`config.mk`:
```
export PLATFORM = sky130hd
export DESIGN_NAME = load_scoreboard_r0
export DESIGN_NICKNAME = d
export VERILOG_FILES = /design/src/rtl/load_scoreboard_r0_pkg.sv /design/src/rtl/ld_dest_fifo_r0.sv /design/src/rtl/load_scoreboard_r0.sv
export SDC_FILE = /design/constraint.sdc
export NUM_CORES = 1
export LEC_CHECK = 0
export BUFFER_PORTS_ARGS = -buffer_cell sky130_fd_sc_hd__buf_2
export CAP_MARGIN = 20
export CORE_MARGIN = 8
export CORE_UTILIZATION = 30
export CTS_CLUSTER_DIAMETER = 150
export DETAILED_ROUTE_END_ITERATION = 8
export GPL_TIMING_DRIVEN = 0
export PLACE_DENSITY_LB_ADDON = 0.25
export SYNTH_ARGS = -nofsm -noshare
export SYNTH_HDL_FRONTEND = slang
export SYNTH_HIERARCHICAL = 1
export SYNTH_SLANG_ARGS = --single-unit
```
`constraint.sdc`:
```
create_clock -name clk -period 6.8 [get_ports clk]
set_input_delay 1.02 -clock clk [delete_from_list [all_inputs] [get_ports clk]]
set_output_delay 1.02 -clock clk [all_outputs]
set_load 0.03 [all_outputs]
```
`src/rtl/load_scoreboard_r0_pkg.sv`:
```
// Shared defaults and helpers for the load scoreboard and its destination FIFO.
package load_scoreboard_r0_pkg;

    localparam int LSB_BIT_WIDTH       = 5;
    localparam int LSB_MAX_OUTSTANDING = 4;
    localparam int ZERO_REG            = 0;

    // Occupancy counters need one extra bit so a full FIFO is representable.
    function automatic int count_w(input int depth);
        return $clog2(depth) + 1;
    endfunction

endpackage

```
`src/rtl/ld_dest_fifo_r0.sv`:
```
// In-order FIFO of load destination registers; a push into a full FIFO is
// accepted when a pop happens in the same cycle.
module ld_dest_fifo_r0
    import load_scoreboard_r0_pkg::*;
#(
    parameter int DATA_W = LSB_BIT_WIDTH,
    parameter int DEPTH  = LSB_MAX_OUTSTANDING
) (
    input  logic                      clk,
    input  logic                      rst_n,
    input  logic                      push_i,
    input  logic [DATA_W-1:0]         din_i,
    input  logic                      pop_i,
    output logic [DATA_W-1:0]         head_o,
    output logic [$clog2(DEPTH):0]    count_o
);

    localparam int PTR_W = $clog2(DEPTH);
    localparam int CNT_W = count_w(DEPTH);

    logic [DATA_W-1:0] mem_q [DEPTH];
    logic [PTR_W-1:0]  wr_ptr_q, wr_ptr_d;
    logic [PTR_W-1:0]  rd_ptr_q, rd_ptr_d;
    logic [CNT_W-1:0]  count_q, count_d;
    logic              do_push, do_pop;

    assign do_pop  = pop_i && (count_q != '0);
    assign do_push = push_i && ((count_q != CNT_W'(DEPTH)) || do_pop);

    // DEPTH is a power of two, so pointer overflow is the modulo wrap.
    always_comb begin
        wr_ptr_d = wr_ptr_q;
        rd_ptr_d = rd_ptr_q;
        count_d  = count_q;
        if (do_push) wr_ptr_d = wr_ptr_q + PTR_W'(1);
        if (do_pop)  rd_ptr_d = rd_ptr_q + PTR_W'(1);
        case ({do_push, do_pop})
            2'b10:   count_d = count_q + CNT_W'(1);
            2'b01:   count_d = count_q - CNT_W'(1);
            default: count_d = count_q;
        endcase
    end

    always_ff @(posedge clk or negedge rst_n) begin
        if (!rst_n) begin
            wr_ptr_q <= '0;
            rd_ptr_q <= '0;
            count_q  <= '0;
        end else begin
            wr_ptr_q <= wr_ptr_d;
            rd_ptr_q <= rd_ptr_d;
            count_q  <= count_d;
        end
    end

    always_ff @(posedge clk) begin
        if (do_push) mem_q[wr_ptr_q] <= din_i;
    end

    assign head_o  = mem_q[rd_ptr_q];
    assign count_o = count_q;

endmodule

```
`src/rtl/load_scoreboard_r0.sv`:
```
// Load-use scoreboard: per-register pending bitmap plus in-order destination
// FIFO; stalls ID on RAW/WAW against in-flight loads or a full load queue.
module load_scoreboard_r0
    import load_scoreboard_r0_pkg::*;
#(
    parameter int BIT_WIDTH       = LSB_BIT_WIDTH,
    parameter int MAX_OUTSTANDING = LSB_MAX_OUTSTANDING
) (
    input  logic                              clk,
    input  logic                              rst_n,
    input  logic [BIT_WIDTH-1:0]              ID_Rs,
    input  logic [BIT_WIDTH-1:0]              ID_Rt,
    input  logic [BIT_WIDTH-1:0]              ID_Rd,
    input  logic                              ID_Valid,
    input  logic                              ID_MemToReg,
    input  logic                              ID_RegWrite,
    input  logic                              MEM_DATA_VALID,
    output logic                              Stall,
    output logic [BIT_WIDTH-1:0]              WB_Rd,
    output logic [$clog2(MAX_OUTSTANDING):0]  Outstanding,
    output logic                              Full,
    output logic                              Err_Underflow
);

    localparam int                   NREG  = 1 << BIT_WIDTH;
    localparam int                   CNT_W = count_w(MAX_OUTSTANDING);
    localparam logic [BIT_WIDTH-1:0] R0    = BIT_WIDTH'(ZERO_REG);

    logic [NREG-1:0]      pending_q, pending_d;
    logic                 err_q;
    logic [BIT_WIDTH-1:0] head;
    logic [CNT_W-1:0]     count;
    logic                 ret, issue;
    logic                 hot_rs, hot_rt, hot_rd;

    // A register returning this cycle is forwarded, so it is not hot.
    function automatic logic is_hot(input logic [NREG-1:0]      pend,
                                     input logic [BIT_WIDTH-1:0] r,
                                     input logic                 mdv,
                                     input logic [BIT_WIDTH-1:0] hd);
        return pend[r] && !(mdv && (hd == r)) && (r != R0);
    endfunction

    assign ret    = MEM_DATA_VALID && (count != '0);
    assign Full   = (count == CNT_W'(MAX_OUTSTANDING));
    assign hot_rs = is_hot(pending_q, ID_Rs, MEM_DATA_VALID, head);
    assign hot_rt = is_hot(pending_q, ID_Rt, MEM_DATA_VALID, head);
    assign hot_rd = is_hot(pending_q, ID_Rd, MEM_DATA_VALID, head);

    assign Stall = ID_Valid && (hot_rs || hot_rt || (ID_RegWrite && hot_rd) ||
                                (ID_MemToReg && Full && !MEM_DATA_VALID));

    assign issue = ID_Valid && ID_MemToReg && ID_RegWrite && (ID_Rd != R0) && !Stall;

    // Set after clear: a load may reissue the very register that is returning.
    always_comb begin
        pending_d = pending_q;
        if (ret)   pending_d[head]  = 1'b0;
        if (issue) pending_d[ID_Rd] = 1'b1;
    end

    always_ff @(posedge clk or negedge rst_n) begin
        if (!rst_n) begin
            pending_q <= '0;
            err_q     <= 1'b0;
        end else begin
            pending_q <= pending_d;
            if (MEM_DATA_VALID && (count == '0)) err_q <= 1'b1;
        end
    end

    ld_dest_fifo_r0 #(
        .DATA_W (BIT_WIDTH),
        .DEPTH  (MAX_OUTSTANDING)
    ) u_fifo (
        .clk     (clk),
        .rst_n   (rst_n),
        .push_i  (issue),
        .din_i   (ID_Rd),
        .pop_i   (ret),
        .head_o  (head),
        .count_o (count)
    );

    assign WB_Rd         = ret ? head : R0;
    assign Outstanding   = count;
    assign Err_Underflow = err_q;

endmodule

```
==> flow_summary.rst, run 1 <==
.. list-table::
   :header-rows: 1

   * - Metric
     - Value
   * - Outcome
     - completed
   * - Total of cells resized after clock tree synthesis
     - 0
   * - Fmax
     - 229 MHz
   * - Clock transition time at the flip-flop clock pins of the worst setup and hold paths
     - roughly 0.06 ns
   * - First-pass detailed-route iteration total
     - 5
   * - Post-synthesis cell area
     - 3990 µm²
   * - Post-synthesis share of cell area spent on full adders, half adders and majority gates
     - 0.0175
   * - Main flop type after synthesis
     - dfrtp_1
   * - Switching power as a share of total power
     - 0.395
   * - Post-synthesis to final-layout area growth
     - 16.6%
   * - Biggest area contributors in the synthesized netlist
     - dfrtp_1 (25%), edfxtp_1 (15%), mux4_2 (11%)
   * - Clock Skews
     - 0.00643 ns
   * - CTS Hold Bufs
     - 0
   * - Slew at the pin with the worst max-slew slack
     - 0.944 ns
   * - Most Frequent Cell on Critical Path
     - buf_2
   * - First-pass GRT wire length
     - 20200 µm
   * - Initial cell density of the core
     - 0.304
   * - Top cells by count, synth
     - dfrtp_1 (40), o21ai_0 (36), nand4_1 (33)
   * - Delay of the slowest cell on the worst path
     - 0.49 ns
   * - Chip Height
     - 131 µm
   * - Clock network fraction of design power
     - 0.286
   * - Final hold violation count
     - 0
   * - Count of state elements after synthesis
     - 60
   * - Horizontal die dimension
     - roughly 130 µm
   * - Fraction of the yosys area taken by sequential cells
     - 0.401
   * - Post-Layout Cell Count
     - 600
   * - Multiplexer share of the synthesized area
     - 0.169
   * - Area share of the leading cell type in the synthesized netlist
     - 0.251
   * - End-of-flow core utilization
     - 0.354
   * - Synthesis warning total
     - 6
   * - Worst hold-check slack
     - 0.463 ns
   * - Max-capacitance violation count
     - 0
   * - Number of enable flip-flop cells after synthesis
     - 20
   * - Total placed cells including tap cells
     - 584
   * - Top-Level Pins
     - 32
   * - Crit path max fanout
     - 10
   * - Dominant cell by count in the synthesized netlist
     - dfrtp_1
   * - Root buf cell
     - clkbuf_16
   * - Routed length per instance
     - approximately 21 µm
   * - Average instance area after synthesis
     - 10.5 µm²
   * - Number of placement rows
     - between 40 and 50
   * - Sequential fraction of design power
     - 0.318
   * - Post-CTS Setup Bufs
     - 0
   * - Net count of the mapped netlist
     - 406
   * - Data arrival time of the worst path
     - 3.35 ns
   * - Initial antenna violation count
     - 1
   * - Kind of launch point of the worst setup path
     - input port
   * - Remaining antenna violation count after routing
     - 0
   * - Worst path buffer plus inverter count
     - 4
   * - Simple-gate portion of the synthesized area
     - 0.169
   * - Slew headroom
     - 0.370
   * - Count of final max-slew check failures
     - 0
   * - Share of the synthesized area in compound gates (AO/OA/AOI/OAI)
     - 0.146
   * - Total congestion overflow after global routing
     - 0
   * - Source-to-sink clock delay at the later pin of the worst-skew pair
     - between 0.3 and 0.4 ns
   * - Number of buffers created by CTS
     - 9
   * - Yosys top cell by area
     - dfrtp_1
   * - Total of buffers placed on input and output ports
     - 28
   * - Power density over the cells
     - 343 nW/µm²
   * - Standard cell core area
     - between 10000 and 15000 µm²
   * - Worst IR drop on VDD
     - 0.123 mV
   * - Crit-path cells
     - buf_2, buf_2, mux4_2, mux4_2, nor3b_1, a211o_4, buf_6, o21a_1, buf_2
   * - Worst setup EP type
     - primary output
   * - Total DRC errors in the routed layout
     - 0
   * - Largest net degree at the start of global routing
     - 41
   * - Floorplan die area
     - 17300 µm²
   * - Post-detailed-placement half-perimeter wirelength
     - 9210 µm
   * - Post-synthesis cell type count
     - 55
   * - Setup Total Neg Slack
     - 0 ns
   * - Top cell family by delay on the critical path
     - multiplexers
   * - Drt via density
     - 5.73
   * - Wire length reported by the detailed router
     - between 10000 and 15000 µm
   * - Fraction of final layout cells with drive strength greater than 1
     - 0.219
   * - Unrepaired setup endpoints after global routing
     - no
   * - Detailed Route Iter0 Violations
     - 352
   * - Dominant combinational cell family by area after synthesis
     - simple AND/OR/NAND/NOR gates
   * - Final setup violation count
     - 0
   * - Xor/xnor share of the synthesized area
     - 0.0439
   * - Via count of the first global-routing pass
     - 3486
   * - Cell with the largest stage delay on the worst path
     - mux4_2
   * - CTS tree
     - built
   * - All-Layer GR Usage
     - 0.149
   * - Routability-driven placement congestion ratio
     - 0.887
   * - NumNets Final
     - 445
   * - Via count of the routed design
     - 3436
   * - CTS H-tree depth
     - 3
   * - Cell internal power dissipation
     - 0.966 mW
   * - Leakage power figure
     - 1.74 nW
   * - Post-route minimum period
     - 4.37 ns
   * - Proportion of power drawn by combinational gates
     - 0.397
   * - TritonCTS Sinks
     - 60
   * - Post-route fraction of the period consumed by the critical path
     - 0.642
   * - Synth Instances
     - 380
   * - Fraction of registers with async set or reset after synthesis
     - 0.667
   * - Required time of the worst setup path
     - 5.78 ns
   * - Class of the worst hold path
     - reg -> reg
   * - Count of inserted antenna diode cells
     - 0
   * - Category of the critical setup timing path
     - in -> out
   * - Net switching power
     - 0.632 mW
   * - Maximum clock path buffer count
     - 2
[layer usage]
layer,global-route usage,share of wire,up-vias
met4,0.0657,0.021,2
li1,-,-,1535
met3,0.0316,0.078,26
met1,0.199,0.44,1712
met5,0,0.00063,-
met2,0.229,0.46,161
[cells by family (layout without fill, tap and decap cells)]
kind of cell / Yosys count / after routing
mux: 41 / 41
buf+inv: 45 / 89
compound gates: 95 / 95
fa+ha+maj: 5 / 5
flops: 60 / 60
xor+xnor: 20 / 20
simple gates: 114 / 114
[worst paths after layout]
path / slack (ns) / to / from / cells after the start
setup / recovery: 2.43 / Stall / ID_Rt[1] / 9
hold / removal: 0.46 / Err_Underflow / Err_Underflow / 1
setup reg to reg: 2.45 / u_fifo/count_o[1] / u_fifo/rd_ptr_q[0] / 16
hold reg to reg: 0.46 / Err_Underflow / Err_Underflow / 1
max in group asynchronous: 5.38 / pending_q[24] / rst_n / 1
min in group asynchronous: 0.84 / pending_q[4] / rst_n / 1
[area by class of cell]
cell class	count	area (µm²)
fill	1326	8480
multi-input combinational	275	2180
sequential	60	1600
clock buffer	9	225
tap	176	220
buffer	36	179
timing repair buffer	28	140
clock inverter	7	76.3
inverter	9	33.8
[worst register-to-register path: stages, from the launching register on]
cell and delay (ns):
dfrtp_1 0.32, buf_2 0.23, mux4_2 0.59, clkbuf_1 0.35
xor2_1 0.25, nor4_1 0.31, a31o_2 0.21, a41o_1 0.19
inv_1 0.08, nor4_1 0.36, buf_4 0.24, nor2b_1 0.08
nand2_1 0.08, fa_1 0.43, o21ba_2 0.24, o211ai_1 0.09
a22oi_1 0.20
[registers in the layout, indices dropped and copies added (netlist names)]
name and count:
Err_Underflow 1, u_fifo/rd_ptr_q 2, u_fifo/wr_ptr_q 2, u_fifo/count_o 3
u_fifo/mem_q 20, pending_q 32
[power groups by stage]
stage	Clock [mW]	Combinational (mW)	Sequential, mW
floorplan	0	0.440	0.499
global placement	0	0.618	0.508
detailed placement	0	0.628	0.512
CTS	0.470	0.631	0.505
global route	0.485	0.684	0.517
finish	0.457	0.634	0.507
[metrics by stage]
step	setup WS, ns	power, mW	instance area, µm²
finish	2.43	1.60	4650
detailed placement	2.16	1.14	4350
global placement	2.14	1.13	4350
floorplan	2.71	0.939	3990
CTS	2.42	1.61	4650
global route	2.21	1.69	4650
[cell usage in the layout (no fill, tap or decap), types with 11 or more instances in the layout]
master,instances
nand2_1,12
o21ai_0,36
nor2_1,11
nand4_1,33
o21ai_1,29
buf_2,33
nand3b_1,12
xor2_1,12
edfxtp_1,20
mux4_2,20
mux2_2,11
dfrtp_1,40
clkbuf_1,24
Power figures use the tool's default switching activity.
==> run 2, diff against run 1 <==
--- a/config.mk
+++ b/config.mk
@@ -5,6 +5,7 @@
 export SDC_FILE = /design/constraint.sdc
 export NUM_CORES = 1
 export LEC_CHECK = 0
+export ABC_AREA = 1
 export BUFFER_PORTS_ARGS = -buffer_cell sky130_fd_sc_hd__buf_2
 export CAP_MARGIN = 20
 export CORE_MARGIN = 8
==> constraint.sdc (replaced) <==
create_clock -name clk -period 3.9 [get_ports clk]
set_input_delay 0.585 -clock clk [delete_from_list [all_inputs] [get_ports clk]]
set_output_delay 0.585 -clock clk [all_outputs]
set_load 0.03 [all_outputs]
==> run 2 against run 1 <==
Compared with the run above: combinational power up 99%; power up 85%; via count up 26%; core utilization down 0.082 points; sequential share of layout area down 1.5 points; non-clock buffer count down 10; critical path type is now reg -> reg; largest power group unchanged.
==> flow_summary.rst, run 2 <==
.. list-table::
   :header-rows: 1

   * - Metric
     - Value
   * - Outcome
     - completed
   * - Class of the worst hold path
     - in -> async
   * - Total placed cells including tap cells
     - 828
   * - Category of the critical setup timing path
     - reg -> reg
   * - Synthesis warning total
     - 6
   * - Most common cell after layout, fill and taps aside
     - nand2_1
   * - Net count of the mapped netlist
     - ~650
   * - Worst setup EP type
     - register
   * - Setup Slack @ Placement
     - -0.0760 ns
   * - Fmax
     - around 280 MHz
   * - First-pass detailed-route iteration total
     - 5
   * - Total of buffers placed on input and output ports
     - 29
   * - Most frequent cells in the layout
     - nand2_1 (193), nor2_1 (73), nand3_1 (54)
   * - Top cell family by delay on the critical path
     - simple AND/OR/NAND/NOR gates
   * - Fraction of registers with async set or reset after synthesis
     - 0.667
   * - Worst hold-check slack
     - between 0.3 and 0.4 ns
   * - Initial cell density of the core
     - 0.304
   * - Wire length reported by the detailed router
     - 13900 µm
   * - Post-Layout Cell Count
     - 843
   * - PnR worst setup slack
     - 0.316 ns
   * - Horizontal die dimension
     - 134 µm
   * - Kind of launch point of the worst setup path
     - register
   * - Average instance area after synthesis
     - 6.75 µm²
   * - Post-CTS Setup Bufs
     - 0
   * - Clock transition time at the flip-flop clock pins of the worst setup and hold paths
     - 0.05 ns
   * - Biggest area contributors in the synthesized netlist
     - dfrtp_1 (24%), nand2_1 (17%), edfxtp_1 (14%)
   * - Post-detailed-placement half-perimeter wirelength
     - 10700 µm
   * - Maximum clock path buffer count
     - 2
   * - Number of buffers created by CTS
     - 9
   * - Fraction of final layout cells with drive strength greater than 1
     - 0.137
   * - TritonCTS Sinks
     - 60
   * - Post-route fraction of the period consumed by the critical path
     - 0.919
   * - Largest net degree at the start of global routing
     - a little over 40
   * - Standard cell core area
     - 13800 µm²
   * - Number of enable flip-flop cells after synthesis
     - 20
   * - Power density over the cells
     - 609 nW/µm²
   * - Cell with the largest stage delay on the worst path
     - dfrtp_1
   * - Total congestion overflow after global routing
     - 0
   * - NumNets Final
     - between 600 and 700
   * - Unrepaired setup endpoints after global routing
     - no
   * - Post-route minimum period
     - between 3 and 4 ns
   * - Root buf cell
     - clkbuf_16
   * - Dominant cell by count in the synthesized netlist
     - nand2_1
   * - Required time of the worst setup path
     - 4.13 ns
   * - CTS H-tree depth
     - 3
   * - Leakage power figure
     - 2.32 nW
   * - Setup Total Neg Slack
     - 0 ns
   * - Slew at the pin with the worst max-slew slack
     - 0.912 ns
   * - Crit-path cells
     - inv_1, nor2_1, o22ai_1, buf_2, inv_1, a221oi_1, nand3_1, nand2_1, buf_2, nand2_1, nor2_2, inv_1, nand3_1, fa_1, inv_1, nand4_1, nand3_1, nand2_1, inv_1
   * - Post-synthesis to final-layout area growth
     - 16.5%
   * - Via count of the first global-routing pass
     - 4117
   * - Flip-flop count of the largest register, all copies and words added
     - 32
   * - Routability-driven placement congestion ratio
     - 0.918
   * - Number of placement rows
     - 43
   * - Delay of the slowest cell on the worst path
     - 0.39 ns
   * - Count of final max-slew check failures
     - 0
   * - Post-synthesis cell area
     - 4180 µm²
   * - Fraction of the yosys area taken by sequential cells
     - 0.383
   * - First-pass GRT wire length
     - 22200 µm
   * - Main flop type after synthesis
     - dfrtp_1
   * - Max-capacitance violation count
     - 0
   * - Data arrival time of the worst path
     - 3.81 ns
   * - Total DRC errors in the routed layout
     - 0
   * - End-of-flow core utilization
     - 0.353
   * - Chip Height
     - around 130 µm
   * - Initial antenna violation count
     - 0
   * - Remaining antenna violation count after routing
     - 0
   * - Worst path buffer plus inverter count
     - 7
   * - Detailed Route Iter0 Violations
     - 416
   * - Via count of the routed design
     - 4328
   * - Crit path max fanout
     - 11
   * - Source-to-sink clock delay at the later pin of the worst-skew pair
     - 0.34 ns
   * - Yosys top cell by area
     - dfrtp_1
   * - Floorplan die area
     - 18000 µm²
   * - Fin area
     - 4870 µm²
   * - Placed cell areas
     - 4550 µm²
   * - Count of inserted antenna diode cells
     - 0
   * - Post-synthesis cell type count
     - 35
   * - Top-Level Pins
     - 32
   * - Count of state elements after synthesis
     - 60
   * - Final setup violation count
     - 0
   * - CTS tree
     - built
   * - Final hold violation count
     - 0
   * - Top reg by flops
     - pending_q
   * - Total power draw
     - around 3.0 mW
   * - All-Layer GR Usage
     - 0.157
   * - Drt via density
     - 5.13
   * - Most Frequent Cell on Critical Path
     - inv_1
   * - Worst IR drop on VDD
     - 0.312 mV
   * - Clock Skews
     - between 0.005 and 0.006 ns
   * - Synth Instances
     - 619
   * - Slew headroom
     - 0.392
   * - Area share of the leading cell type in the synthesized netlist
     - 0.239
   * - Top cells by count, synth
     - nand2_1 (193), nor2_1 (74), nand3_1 (54)
   * - Routed length per instance
     - between 15 and 20 µm
[run 2: worst reg2reg max path, cell delays in order (launching register included)]
cell and delay (ns):
dfrtp_1 0.39, inv_1 0.26, nor2_1 0.08, o22ai_1 0.17, buf_2 0.24, inv_1 0.18, a221oi_1 0.32, nand3_1 0.13
nand2_1 0.24, buf_2 0.29, nand2_1 0.09, nor2_2 0.23, inv_1 0.10, nand3_1 0.16, fa_1 0.26, inv_1 0.07
nand4_1 0.10, nand3_1 0.07, nand2_1 0.07, inv_1 0.03
[run 2: logic make-up (layout without fill, tap and decap cells)]
kind of cell,count (synthesis),after routing,share of synthesized area
AOI/OAI and AO/OA,83,83,0.110
buffers and inverters,90,134,0.0940
xor gates and xnor gates,5,5,0.0105
and+or+nand+nor,376,376,0.386
DFF,60,60,0.383
adders and majority gates,5,5,0.0168
[run 2: area by class of cell]
class                           instances  area [µm²]
Inverter                               64         240
Multi-Input combinational cell        469        2200
Sequential cell                        60        1600
Tap cell                              180         225
Clock inverter                          7        75.1
Clock buffer                            9         225
Timing Repair Buffer                   29         145
Buffer                                 25         151
Fill cell                            1523        8900
[run 2: where the power goes]
part	total (mW)	internal [mW]	switching [mW]
logic	1.26	0.368	0.895
clock network	0.794	0.497	0.297
registers	0.906	0.766	0.140
[run 2: timing repair]
action,CTS,global route
pin swaps,0,0
hold buffers,0,0
gates resized for setup,2,5
setup endpoints to repair,22,23
[run 2: layer usage]
metal	global-route usage	part of all wire
met5	0	0
met4	0.0699	0.026
met3	0.0262	0.076
met2	0.244	0.44
met1	0.210	0.46
[run 2: path summary, 6_finish.rpt]
kind / startpoint / endpoint / slack [ns] / depth (start not counted)
min: rst_n / pending_q[21] / 0.39 / 1
max: u_fifo/rd_ptr_q[0] / u_fifo/count_o[2] / 0.32 / 19
min reg2reg: Err_Underflow / Err_Underflow / 0.48 / 1
min in group clk: Err_Underflow / Err_Underflow / 0.48 / 1
max in group asynchronous: rst_n / u_fifo/wr_ptr_q[0] / 2.94 / 1
max reg2reg: u_fifo/rd_ptr_q[0] / u_fifo/count_o[2] / 0.32 / 19
==> run 3, diff against run 2 <==
--- a/config.mk
+++ b/config.mk
@@ -6,12 +6,13 @@
 export NUM_CORES = 1
 export LEC_CHECK = 0
 export ABC_AREA = 1
-export BUFFER_PORTS_ARGS = -buffer_cell sky130_fd_sc_hd__buf_2
+export BUFFER_PORTS_ARGS = -buffer_cell sky130_fd_sc_hd__clkbuf_2
 export CAP_MARGIN = 20
 export CORE_MARGIN = 8
 export CORE_UTILIZATION = 30
 export CTS_CLUSTER_DIAMETER = 150
 export DETAILED_ROUTE_END_ITERATION = 8
+export GPL_ROUTABILITY_DRIVEN = 0
 export GPL_TIMING_DRIVEN = 0
 export PLACE_DENSITY_LB_ADDON = 0.25
 export SYNTH_ARGS = -nofsm -noshare
==> run 3 against run 2 <==
Compared with the run above: sequential power is essentially flat; first-iteration DRC count grew 3.6%; clock-buffer cell count is the same; setup slack gained 0.028 ns; clock power shrank 2.6%; core utilization grew 0.23 points; critical path type unchanged; largest power group unchanged.
==> flow_summary.rst, run 3 (synthesis gave the netlist of run 2 again) <==
.. list-table::
   :header-rows: 1

   * - Metric
     - Value
   * - Clock Skews
     - 0.00538 ns
   * - Unrepaired setup endpoints after global routing
     - no
   * - All-Layer GR Usage
     - 0.159
   * - Number of buffers created by CTS
     - 9
   * - Crit path max fanout
     - 10
   * - Leakage power figure
     - 2.33 nW
   * - Data arrival time of the worst path
     - 3.83 ns
   * - Most common cell after layout, fill and taps aside
     - nand2_1
   * - Horizontal die dimension
     - 134 µm
   * - Cell with the largest stage delay on the worst path
     - fa_1
   * - Drt via density
     - 5.19
   * - Root buf cell
     - clkbuf_16
   * - Slew headroom
     - 0.403
   * - Count of inserted antenna diode cells
     - 0
   * - Initial cell density of the core
     - 0.304
   * - Maximum clock path buffer count
     - 2
   * - Class of the worst hold path
     - in -> async
   * - Post-detailed-placement half-perimeter wirelength
     - 10600 µm
   * - Required time of the worst setup path
     - 4.18 ns
   * - CTS Hold Bufs
     - 0
   * - Count of final max-slew check failures
     - 0
   * - Max-capacitance violation count
     - 0
   * - Met3 usage
     - 0.0213
   * - Worst IR drop on VDD
     - 0.284 mV
   * - Busiest grt layer
     - met2
   * - Total of buffers placed on input and output ports
     - 29
   * - Number of placement rows
     - 43
   * - Via count of the first global-routing pass
     - about 4.2k
   * - Slew at the pin with the worst max-slew slack
     - around 0.9 ns
   * - Top cell family by delay on the critical path
     - simple AND/OR/NAND/NOR gates
   * - Most frequent cells in the layout
     - nand2_1 (192), nor2_1 (73), nand3_1 (54)
   * - M1 GR Usage
     - 0.218
   * - Crit-path cells
     - buf_2, o21ai_0, o22ai_1, buf_2, inv_2, or2_2, o211ai_1, nor2_1, a21oi_2, nor2_4, buf_6, nand2_1, nor2_4, inv_1, nand3_1, fa_1, inv_1, nand4_1, nand3_1, nand2_1, inv_1
   * - Delay of the slowest cell on the worst path
     - 0.48 ns
   * - Total congestion overflow after global routing
     - 0
   * - Power density over the cells
     - 605 nW/µm²
   * - Total power draw
     - 2.96 mW
   * - Most Frequent Cell on Critical Path
     - inv_1
   * - Category of the critical setup timing path
     - reg -> reg
   * - First-pass GRT wire length
     - 22500 µm
   * - First-pass detailed-route iteration total
     - 5
   * - Fraction of final layout cells with drive strength greater than 1
     - 0.141
   * - Minimum setup slack among reg-to-reg paths
     - 0.34 ns
   * - Total DRC errors in the routed layout
     - 0
   * - Standard cell core area
     - 13800 µm²
   * - Clock transition time at the flip-flop clock pins of the worst setup and hold paths
     - around 0.050 ns
   * - Post-synthesis to final-layout area growth
     - 17.2%
   * - Flip-flop count of the largest register, all copies and words added
     - 32
   * - CTS H-tree depth
     - 3
   * - Initial antenna violation count
     - 0
   * - Remaining antenna violation count after routing
     - 0
   * - Final setup violation count
     - 0
   * - Kind of launch point of the worst setup path
     - register
   * - Global-route track usage on met2
     - 0.243
   * - CTS tree
     - built
   * - Via count of the routed design
     - 4387
   * - Routed length per instance
     - 16.5 µm
   * - Top-Level Pins
     - 32
   * - Worst setup EP type
     - register
   * - Post-route minimum period
     - 3.56 ns
   * - Outcome
     - completed
   * - Post-route fraction of the period consumed by the critical path
     - 0.912
   * - Fmax
     - around 280 MHz
   * - Chip Height
     - between 100 and 150 µm
   * - Largest net degree at the start of global routing
     - 41
   * - NumNets Final
     - a little under 700
   * - Detailed Route Iter0 Violations
     - ~430
   * - Setup Total Neg Slack
     - 0 ns
   * - Worst path buffer plus inverter count
     - 7
   * - TritonCTS Sinks
     - 60
   * - Wire length reported by the detailed router
     - 13900 µm
   * - Source-to-sink clock delay at the later pin of the worst-skew pair
     - 0.34 ns
   * - Top reg by flops
     - pending_q
   * - Floorplan die area
     - 18000 µm²
   * - Filler Cells Inserted
     - approximately 1.5k
   * - Final hold violation count
     - 0
-- run 3: cell type report --
type / instances / area (µm²) / share of cell area
Tap cell: 180 / 225 / 0.0460
Multi-Input combinational cell: 469 / 2210 / 0.451
Sequential cell: 60 / 1600 / 0.327
Clock inverter: 7 / 67.6 / 0.0138
Inverter: 64 / 244 / 0.0498
Timing Repair Buffer: 31 / 173 / 0.0352
Buffer: 25 / 151 / 0.0309
Clock buffer: 9 / 225 / 0.0460
-- run 3: metal layers --
layer  vias up  wire length, µm
li1       2128                -
met1      2053             6370
met2       186             6140
met3        20             1050
met4         0              343
met5         -                0
-- run 3: path summary, 6_finish.rpt --
check,endpoint,cells past startpoint,startpoint
min in group clk,Err_Underflow,1,Err_Underflow
max,u_fifo/count_o[2],21,u_fifo/rd_ptr_q[0]
min reg2reg,Err_Underflow,1,Err_Underflow
max in group asynchronous,u_fifo/rd_ptr_q[0],2,rst_n
max reg2reg,u_fifo/count_o[2],21,u_fifo/rd_ptr_q[0]
min,pending_q[17],1,rst_n
-- run 3: power breakdown --
group	switching (mW)	internal [mW]	total, mW
registers	0.143	0.767	0.909
clock network	0.283	0.490	0.773
logic	0.902	0.379	1.28
total	1.33	1.64	2.96
-- run 3: worst reg2reg max path, delay by kind of cell (launching register included) --
family | cells | cell delay (ns)
AND/OR/NAND/NOR | 9 | 1.02
buffers and inverters | 7 | 0.98
AO/OA/AOI/OAI | 4 | 0.61
adder cells (fa/ha/maj) | 1 | 0.48
flip-flops | 1 | 0.41
-- run 3: metrics by stage --
step | hold slack (ns) | instance area [µm²] | cells | utilization | setup slack, ns
detailed placement | 0.465 | 4550 | 828 | 0.330 | -0.211
finish | 0.176 | 4900 | 845 | 0.356 | 0.345
global route | 0.201 | 4900 | 845 | 0.356 | 0.00447
floorplan | 0.289 | 4180 | 619 | - | 0.716
global placement | 0.481 | 4550 | 828 | 0.330 | -0.160
CTS | 0.458 | 4850 | 844 | 0.352 | 0.00159
-- run 3: repair_timing --
item,4_1_cts,5_1_grt
buffers inserted,0,1
gates resized for setup,3,9
pin swaps,0,1
setup endpoints to repair,22,24
cloned,0,0
